$ cat src/rtl/odd_parity_pkg.sv
// Shared definitions for the odd-parity serial link: FSM state encodings,
// line levels and frame geometry.
package odd_parity_pkg;

  // Transmit FSM states; 3-bit encoding leaves room for future states.
  typedef enum logic [2:0] {
    ST_IDLE   = 3'd0,
    ST_START  = 3'd1,
    ST_DATA   = 3'd2,
    ST_PARITY = 3'd3,
    ST_STOP   = 3'd4
  } state_e;

  // Line levels.
  localparam logic LINE_IDLE = 1'b1;
  localparam logic START_BIT = 1'b0;
  localparam logic STOP_BIT  = 1'b1;

  // Start, parity and stop surround the data bits.
  localparam int unsigned FRAME_OVERHEAD = 3;

  // Number of bit periods in one frame (FRAME_BITS = DATA_W + 3).
  function automatic int unsigned frame_bits(input int unsigned data_w);
    return data_w + FRAME_OVERHEAD;
  endfunction

endpackage

$ cat src/rtl/odd_parity_generator.sv
// Combinational odd-parity generator: p makes the XOR of data and p equal 1.
module odd_parity_generator #(
  parameter int unsigned DATA_W = 4
) (
  input  logic [DATA_W-1:0] data,
  output logic              p
);

  assign p = ~^data;

endmodule

$ cat src/rtl/odd_parity_serial_tx.sv
// Odd-parity serial transmitter. Accepts a word on a valid/ready handshake and
// sends start, data LSB-first, odd parity and stop, each held BIT_CYCLES clocks.
// All outputs come straight from registers.
module odd_parity_serial_tx #(
  parameter int unsigned DATA_W     = 4,
  parameter int unsigned BIT_CYCLES = 1
) (
  input  logic              clk,
  input  logic              rst_n,
  input  logic [DATA_W-1:0] in_data,
  input  logic              in_valid,
  output logic              in_ready,
  output logic              tx,
  output logic              par_out,
  output logic              busy,
  output logic              done
);

  import odd_parity_pkg::*;

  localparam int unsigned BIT_CNT_W = $clog2(DATA_W + 1);
  localparam int unsigned CYC_CNT_W = $clog2(BIT_CYCLES + 1);

  localparam logic [BIT_CNT_W-1:0] BIT_LAST = BIT_CNT_W'(DATA_W - 1);
  localparam logic [CYC_CNT_W-1:0] CYC_LAST = CYC_CNT_W'(BIT_CYCLES - 1);

  if (DATA_W < 1) begin : gen_bad_data_w
    $error("DATA_W must be at least 1");
  end
  if (BIT_CYCLES < 1) begin : gen_bad_bit_cycles
    $error("BIT_CYCLES must be at least 1");
  end

  state_e                 state_q, state_d;
  logic [DATA_W-1:0]      shift_q, shift_d;
  logic [BIT_CNT_W-1:0]   bit_q,   bit_d;
  logic [CYC_CNT_W-1:0]   cyc_q,   cyc_d;
  logic                   tx_q,    tx_d;
  logic                   par_q,   par_d;
  logic                   ready_q, ready_d;
  logic                   busy_q,  busy_d;
  logic                   done_q,  done_d;

  logic                   gen_p;
  logic                   accept;
  logic                   period_end;
  logic [DATA_W-1:0]      shift_next;

  odd_parity_generator #(
    .DATA_W (DATA_W)
  ) u_gen (
    .data (in_data),
    .p    (gen_p)
  );

  assign accept     = (state_q == ST_IDLE) && in_valid && ready_q;
  assign period_end = (cyc_q == CYC_LAST);
  assign shift_next = shift_q >> 1;

  // Next-state and registered-output logic for the frame sequencer.
  always_comb begin
    state_d = state_q;
    shift_d = shift_q;
    bit_d   = bit_q;
    cyc_d   = cyc_q;
    tx_d    = tx_q;
    par_d   = par_q;
    ready_d = ready_q;
    busy_d  = busy_q;
    done_d  = 1'b0;

    case (state_q)
      ST_IDLE: begin
        cyc_d = '0;
        bit_d = '0;
        if (accept) begin
          shift_d = in_data;
          par_d   = gen_p;
          state_d = ST_START;
          tx_d    = START_BIT;
          ready_d = 1'b0;
          busy_d  = 1'b1;
        end
      end

      ST_START: begin
        if (period_end) begin
          state_d = ST_DATA;
          tx_d    = shift_q[0];
          cyc_d   = '0;
          bit_d   = '0;
        end else begin
          cyc_d = cyc_q + CYC_CNT_W'(1);
        end
      end

      ST_DATA: begin
        if (period_end) begin
          cyc_d = '0;
          if (bit_q == BIT_LAST) begin
            state_d = ST_PARITY;
            tx_d    = par_q;
            bit_d   = '0;
          end else begin
            // Present the next data bit as the register shifts right.
            shift_d = shift_next;
            tx_d    = shift_next[0];
            bit_d   = bit_q + BIT_CNT_W'(1);
          end
        end else begin
          cyc_d = cyc_q + CYC_CNT_W'(1);
        end
      end

      ST_PARITY: begin
        if (period_end) begin
          state_d = ST_STOP;
          tx_d    = STOP_BIT;
          cyc_d   = '0;
        end else begin
          cyc_d = cyc_q + CYC_CNT_W'(1);
        end
      end

      ST_STOP: begin
        if (period_end) begin
          state_d = ST_IDLE;
          tx_d    = LINE_IDLE;
          cyc_d   = '0;
          done_d  = 1'b1;
          ready_d = 1'b1;
          busy_d  = 1'b0;
        end else begin
          cyc_d = cyc_q + CYC_CNT_W'(1);
        end
      end

      default: begin
        // Illegal encoding: return to a clean idle line.
        state_d = ST_IDLE;
        tx_d    = LINE_IDLE;
        cyc_d   = '0;
        bit_d   = '0;
        ready_d = 1'b1;
        busy_d  = 1'b0;
      end
    endcase
  end

  // State and output registers with synchronous active-low reset.
  always_ff @(posedge clk) begin
    if (!rst_n) begin
      state_q <= ST_IDLE;
      shift_q <= '0;
      bit_q   <= '0;
      cyc_q   <= '0;
      tx_q    <= LINE_IDLE;
      par_q   <= 1'b0;
      ready_q <= 1'b1;
      busy_q  <= 1'b0;
      done_q  <= 1'b0;
    end else begin
      state_q <= state_d;
      shift_q <= shift_d;
      bit_q   <= bit_d;
      cyc_q   <= cyc_d;
      tx_q    <= tx_d;
      par_q   <= par_d;
      ready_q <= ready_d;
      busy_q  <= busy_d;
      done_q  <= done_d;
    end
  end

  assign in_ready = ready_q;
  assign tx       = tx_q;
  assign par_out  = par_q;
  assign busy     = busy_q;
  assign done     = done_q;

endmodule
$ cat config.mk
export PLATFORM = sky130hd
export DESIGN_NAME = odd_parity_serial_tx
export DESIGN_NICKNAME = d
export VERILOG_FILES = /design/src/rtl/odd_parity_pkg.sv /design/src/rtl/odd_parity_generator.sv /design/src/rtl/odd_parity_serial_tx.sv
export SDC_FILE = /design/constraint.sdc
export NUM_CORES = 1
export LEC_CHECK = 0
export BUFFER_PORTS_ARGS = -buffer_cell sky130_fd_sc_hd__buf_4
export CAP_MARGIN = 20
export CORE_UTILIZATION = 35
export CTS_CLUSTER_DIAMETER = 40
export DETAILED_ROUTE_END_ITERATION = 16
export REMOVE_ABC_BUFFERS = 1
export SKIP_LAST_GASP = 1
export SLEW_MARGIN = 20
export SYNTH_ARGS = -nofsm -noshare
export SYNTH_HDL_FRONTEND = slang
export SYNTH_SLANG_ARGS = --single-unit
$ cat constraint.sdc
create_clock -name clk -period 2.9 [get_ports clk]
set_clock_uncertainty 0.05 [all_clocks]
set_input_delay 0.29 -clock clk [delete_from_list [all_inputs] [get_ports clk]]
set_output_delay 0.29 -clock clk [all_outputs]
set_load 0.005 [all_outputs]
After elaboration in Yosys (flattened, before gate mapping)

Index checks and enable logic that the tools add are counted.

Bits in registers: 16
Input bits: 7
Logic and storage cells: 67

Add/sub/neg operators: 2
Equal/unequal tests: 13
Multiplexer cells: 25
Bitwise gates (word level): 2
Reduce and logical (&&, ||, !) cells: 16

Operators by type and width:

| kind                                                                   | number |
|---|---|
| 3-bit 2-to-1 mux                                                       | 8 |
| 2-bit != test (second input constant)                                  | 8 |
| 3-bit one-hot mux with 5 select lines                                  | 1 |
| 4-bit 2-to-1 mux                                                       | 3 |
| 3-bit by 2-bit equality test with 1-bit output (second input constant) | 3 |
| 3-bit one-hot mux with 3 select lines                                  | 1 |
| 3-bit AND reduction                                                    | 3 |
| 1-bit 2-to-1 mux                                                       | 8 |
| 4-bit one-hot mux with 2 select lines                                  | 1 |
| 4-bit AND reduction                                                    | 2 |
| 1-bit one-hot mux with 3 select lines                                  | 2 |
| 6-bit AND reduction                                                    | 1 |
| 1-bit one-hot mux with 4 select lines                                  | 1 |
| 2-bit AND reduction                                                    | 2 |
| 4-bit OR reduction                                                     | 1 |
| 4-bit XNOR reduction                                                   | 1 |
| 3-bit by 1-bit adder with 3-bit output (second input constant)         | 1 |
| 3-bit by 1-bit equality test with 1-bit output (second input constant) | 1 |
| 3-bit equality test (second input constant)                            | 1 |
| 3-bit logical NOT                                                      | 1 |
| 3-bit OR reduction                                                     | 1 |
| 1-bit logical AND                                                      | 2 |
| 1-bit inverter                                                         | 2 |
| 2-bit nonzero test                                                     | 1 |
| other kinds (2)                                                        | 2 |

Depth between registers and ports, before layout

Depth in word-level cells: 5
Mapped depth: 6

Modules after synthesis

From an unflattened synthesis, not the netlist that was laid out.

Cells, all modules: 94
Area, all modules: 847.1 um^2

Modules (own cells, without submodules):

| module               | times used | cells an instance | area each (um^2) | seq. area each (um^2) |
|---|---|---|---|---|
| odd_parity_serial_tx | 1          | 91                | 820.8            | 320.3 |
| odd_parity_generator | 1          | 3                 | 26.3             | 0.0 |

Least setup slack after synthesis

No wires, ideal clock.

Path kind: flip-flop to flip-flop
Start: reg bit_q[0]
End: reg tx_q, in the netlist tx
Setup time: 0.130 ns
Data arrival time: 1.370 ns
Path slack: 1.351 ns
Stages on the path, launching flop included: 6
Period minus slack after synthesis: 1.549 ns
Cell sequence: dfxtp_1 -> ha_1 -> nor2b_4 -> mux2_4 -> a2111oi_2 -> mux2i_1

Cells in the longest elaborated chain, start to end: 4

RTL lines:

| what                                           | RTL line                    | text |
|---|---|---|
| start, declared                                | odd_parity_serial_tx.sv:36  | `logic [BIT_CNT_W-1:0] bit_q, bit_d;` |
| start signal, assigned                         | odd_parity_serial_tx.sv:165 | `bit_q <= bit_d;` |
| 3-bit by 2-bit equality test with 1-bit output | odd_parity_serial_tx.sv:100 | `if (bit_q == BIT_LAST) begin` |
| 1-bit 2-to-1 mux                               | odd_parity_serial_tx.sv:100 |  |
| 1-bit 2-to-1 mux                               | odd_parity_serial_tx.sv:98  | `if (period_end) begin` |
| 1-bit one-hot mux with 4 select lines          | odd_parity_serial_tx.sv:72  | `case (state_q)` |
| end signal, assigned                           | odd_parity_serial_tx.sv:167 | `tx_q <= tx_d;` |
| end, declared                                  | odd_parity_serial_tx.sv:38  | `logic tx_q, tx_d;` |

Every way passes these cells. The select of a mux whose other input is x is not followed.
A chain may end at the register's enable or synchronous reset.

Worst setup path in the final report

Ends and elaborated chain as after synthesis.

==> metrics.md <==
| Metric | Value |
|---|---|
| Status | finished, final reports clean |
| Row cnt | 17 |
| Final hold violation count | 0 |
| H-tree depth | 1 |
| Fin area | 996 µm² |
| Clk sink count | 16 |
| Hold_ws | ~0.18 ns |
| First-pass DRT Iterations | 4 |
| Cells after Synth | 95 |
| R2r setup slk | approximately 1.3 ns |
| Critical Path Max Stage Delay | approximately 0.37 ns |
| Ant. Diodes | 0 |
| Post-cts resize count | 0 |
| Crit-path slowest cell | dfxtp_1 |
| First-pass GRT wire length | ~3.0 mm |
| Core Area | 2300 µm² |
| Mux cell area share after synthesis | approximately a tenth |
| Max Cap Viol | 0 |
| GRT overflow | 0 |
| Critical path type | flip-flop to flip-flop |
| Synth warn | 0 |
| Worst-Skew Late Latency | 0.29 ns |
| Post-Synth Simple-Gate Area | a little under a quarter |
| Final core utilization | between 40% and 50% |
| Worst setup SP type | flip-flop |
| Die Span X | roughly 52 µm |
| Nets | 112 |
| RSZ-0062 raised after global routing | no |
| Initial antenna violation count | 0 |
| Post-CTS Hold Fix Bufs | 0 |
| Synth Area in Compound Gates | 17.4% |
| Final min period | about 1.6 ns |
| # DRC | 0 |
| Gr usage total | between 10% and 20% |
| Starting Density | 38.7% |
| Post-synthesis register bit count | 16 |
| Vias in the first global route | 653 |
| Post-route total power | 0.534 mW |
| Die area | 2750 µm² |
| Post-synthesis xor/xnor area fraction | a little under 4% |
| Post-synth cell types | 38 |
| Leak | slightly below 0.4 nW |
| Total wire length | roughly 1.7 mm |
| Clock tree buffer depth | 2 |
| Synthesized area per cell | 9.36 µm² |
| CTS tree | done |
| Pwr dens | ~540 nW/µm² |
| CP cell instances | ha_1 > nor2b_4 > mux2_4 > a2111oi_2 > mux2i_1 |
| Worst hold path type | input pin to flip-flop |
| Num ports | 12 |
| Slew Limit Fails | 0 |
| Ys flop type | dfxtp_1 |
| CTS root buffer | clkbuf_4 |
| Placed Area | around 960 µm² |
| Setup bufs post-CTS | 0 |
| Max Freq | between 0.6 and 0.7 GHz |
| Hold path depth | 2 |
| Clk pin slew, worst setup/hold paths | approximately 0.10 ns |
| Ratio of cells with drive above 1 in the final layout | between 20% and 30% |
| Worst vdd ir | 0.259 mV |
| Synth Area in Adders | roughly 2.5% |
| HPWL Detailed | about 1.2 mm |
| Routability congestion estimate from global placement | 0.783 |
| Arr. time, crit path | 1.78 ns |
| Via Count | around 670 |
| Iter 0 DRT Violations | 10 |
| Final period util | about 57% |
| RR Startpoint | bit_q[0]$_SDFFE_PN0P_ |
| Via density | 5.14 |
| Main combinational cell family by area after synthesis | simple AND/OR/NAND/NOR gates |
| Final setup vio count | 0 |
| Synthesized area | around 890 µm² |
| Largest net degree at the start of global routing | 14 |
| Port buffer count | 11 |
| CP Capture Type | flip-flop |
| Synth-to-Final Area Change | 12.0% |
| Maximum fanout along the worst path | 4 |
| Hold path endpoint | in_ready$_SDFFE_PN1P_ |
| EDFF count, synth | 0 |
| Hold Startpoint | rst_n |
| Drt wl/cell | ~13 µm |
| Reg2reg end | tx$_SDFFE_PN1P_ |
| Setup TNS | 0 ns |
| Slew HR | between 60% and 70% |
| Worst EP required | between 3 and 4 ns |
| Register area share after synthesis | between 30 and 40% |
| Die height | roughly 52 µm |
| Cts bufs inserted | 3 |
| Antenna viol nets, final | 0 |
| Worst-margin pin slew | ~0.55 ns |
| Ys async rst share | 0% |
| Reg2Reg Depth | 5 |
-- area by class of cell --
| cell class | count | area [µm²] |
|---|---|---|
| well taps | 28 | 35.0 |
| inverters | 3 | 11.3 |
| clock buffers | 4 | 36.3 |
| flip-flops and latches | 16 | 320 |
| repair buffers | 11 | 82.6 |
| fillers | 240 | 1300 |
| multi-input cells | 69 | 510 |
-- critical path: cells and delay by family, from the launching register on --
family                   cells  cell delay [ns]
AO/OA/AOI/OAI                1             0.34
adder cells (fa/ha/maj)      1             0.17
AND/OR/NAND/NOR              1             0.19
flip-flops                   1             0.37
multiplexers                 2             0.43
-- state kept, by name, indices dropped and copies added (netlist names) --
register	count
shift_q	4
bit_q	3
state_q	3
busy	1
cyc_q	1
done	1
in_ready	1
par_out	1
tx	1
-- metal layers --
layer	track usage, %	vias up	share of wire (%)
li1	-	350	-
met1	18.9	309	47
met2	23.8	11	48
met3	6.38	3	4.7
met4	1.32	0	0.60
met5	0	-	0
-- synthesized netlist by cell type (2+ instances only) --
master	count	area (µm²)
a211oi_1	3	22.5
a21oi_1	10	50.1
buf_2	2	10.0
buf_6	2	22.5
clkbuf_1	2	7.51
dfxtp_1	16	320
inv_1	3	11.3
mux2i_1	7	70.1
nand2_1	9	33.8
nand3_1	2	10.0
nor2_1	5	18.8
nor3_1	3	15.0
o21ai_1	3	15.0
xnor2_1	4	35.0
-- power breakdown --
part	internal, mW	total (mW)	switching [mW]
clock	0.0765	0.150	0.0739
sequential	0.240	0.264	0.0235
combinational	0.0613	0.120	0.0584
total	0.378	0.534	0.156
-- logic make-up (layout without fill, tap and decap cells) --
| family | Yosys count | count (layout) |
|---|---|---|
| xor gates and xnor gates | 4 | 4 |
| muxes | 8 | 8 |
| adders and majority gates | 2 | 2 |
| other | 1 | 1 |
| and+or+nand+nor | 31 | 31 |
| buffers and inverters | 10 | 18 |
| DFF | 16 | 16 |
| AOI/OAI and AO/OA | 23 | 23 |
-- cells in the final DEF, fill, tap and decap left out, types with 2 or more instances in the layout --
master    netlist  routed
inv_1           3       3
nand3_1         2       2
clkbuf_4        0       3
a21oi_1        10      10
mux2i_1         7       7
dfxtp_1        16      16
nand2_1         9       9
xnor2_1         4       4
o21ai_1         3       3
a211oi_1        3       3
nor3_1          3       3
buf_4           1      11
nor2_1          5       5
-- metrics by stage --
stage	setup slack, ns	std cells
after CTS	1.24	131
after detailed placement	1.25	127
after global routing	1.15	131
after global placement	1.29	127
after floorplan	1.35	88
final	1.25	131
-- worst max path at each step --
stage,from,endpoint,depth (start not counted)
final,bit_q[0]$_SDFFE_PN0P_,tx$_SDFFE_PN1P_,5
after global placement,bit_q[0]$_SDFFE_PN0P_,tx$_SDFFE_PN1P_,5
after global routing,bit_q[0]$_SDFFE_PN0P_,tx$_SDFFE_PN1P_,5
after CTS,bit_q[0]$_SDFFE_PN0P_,tx$_SDFFE_PN1P_,5
after floorplan,bit_q[0]$_SDFFE_PN0P_,tx$_SDFFE_PN1P_,5
after detailed placement,bit_q[0]$_SDFFE_PN0P_,tx$_SDFFE_PN1P_,5
Power figures use the tool's default switching activity.
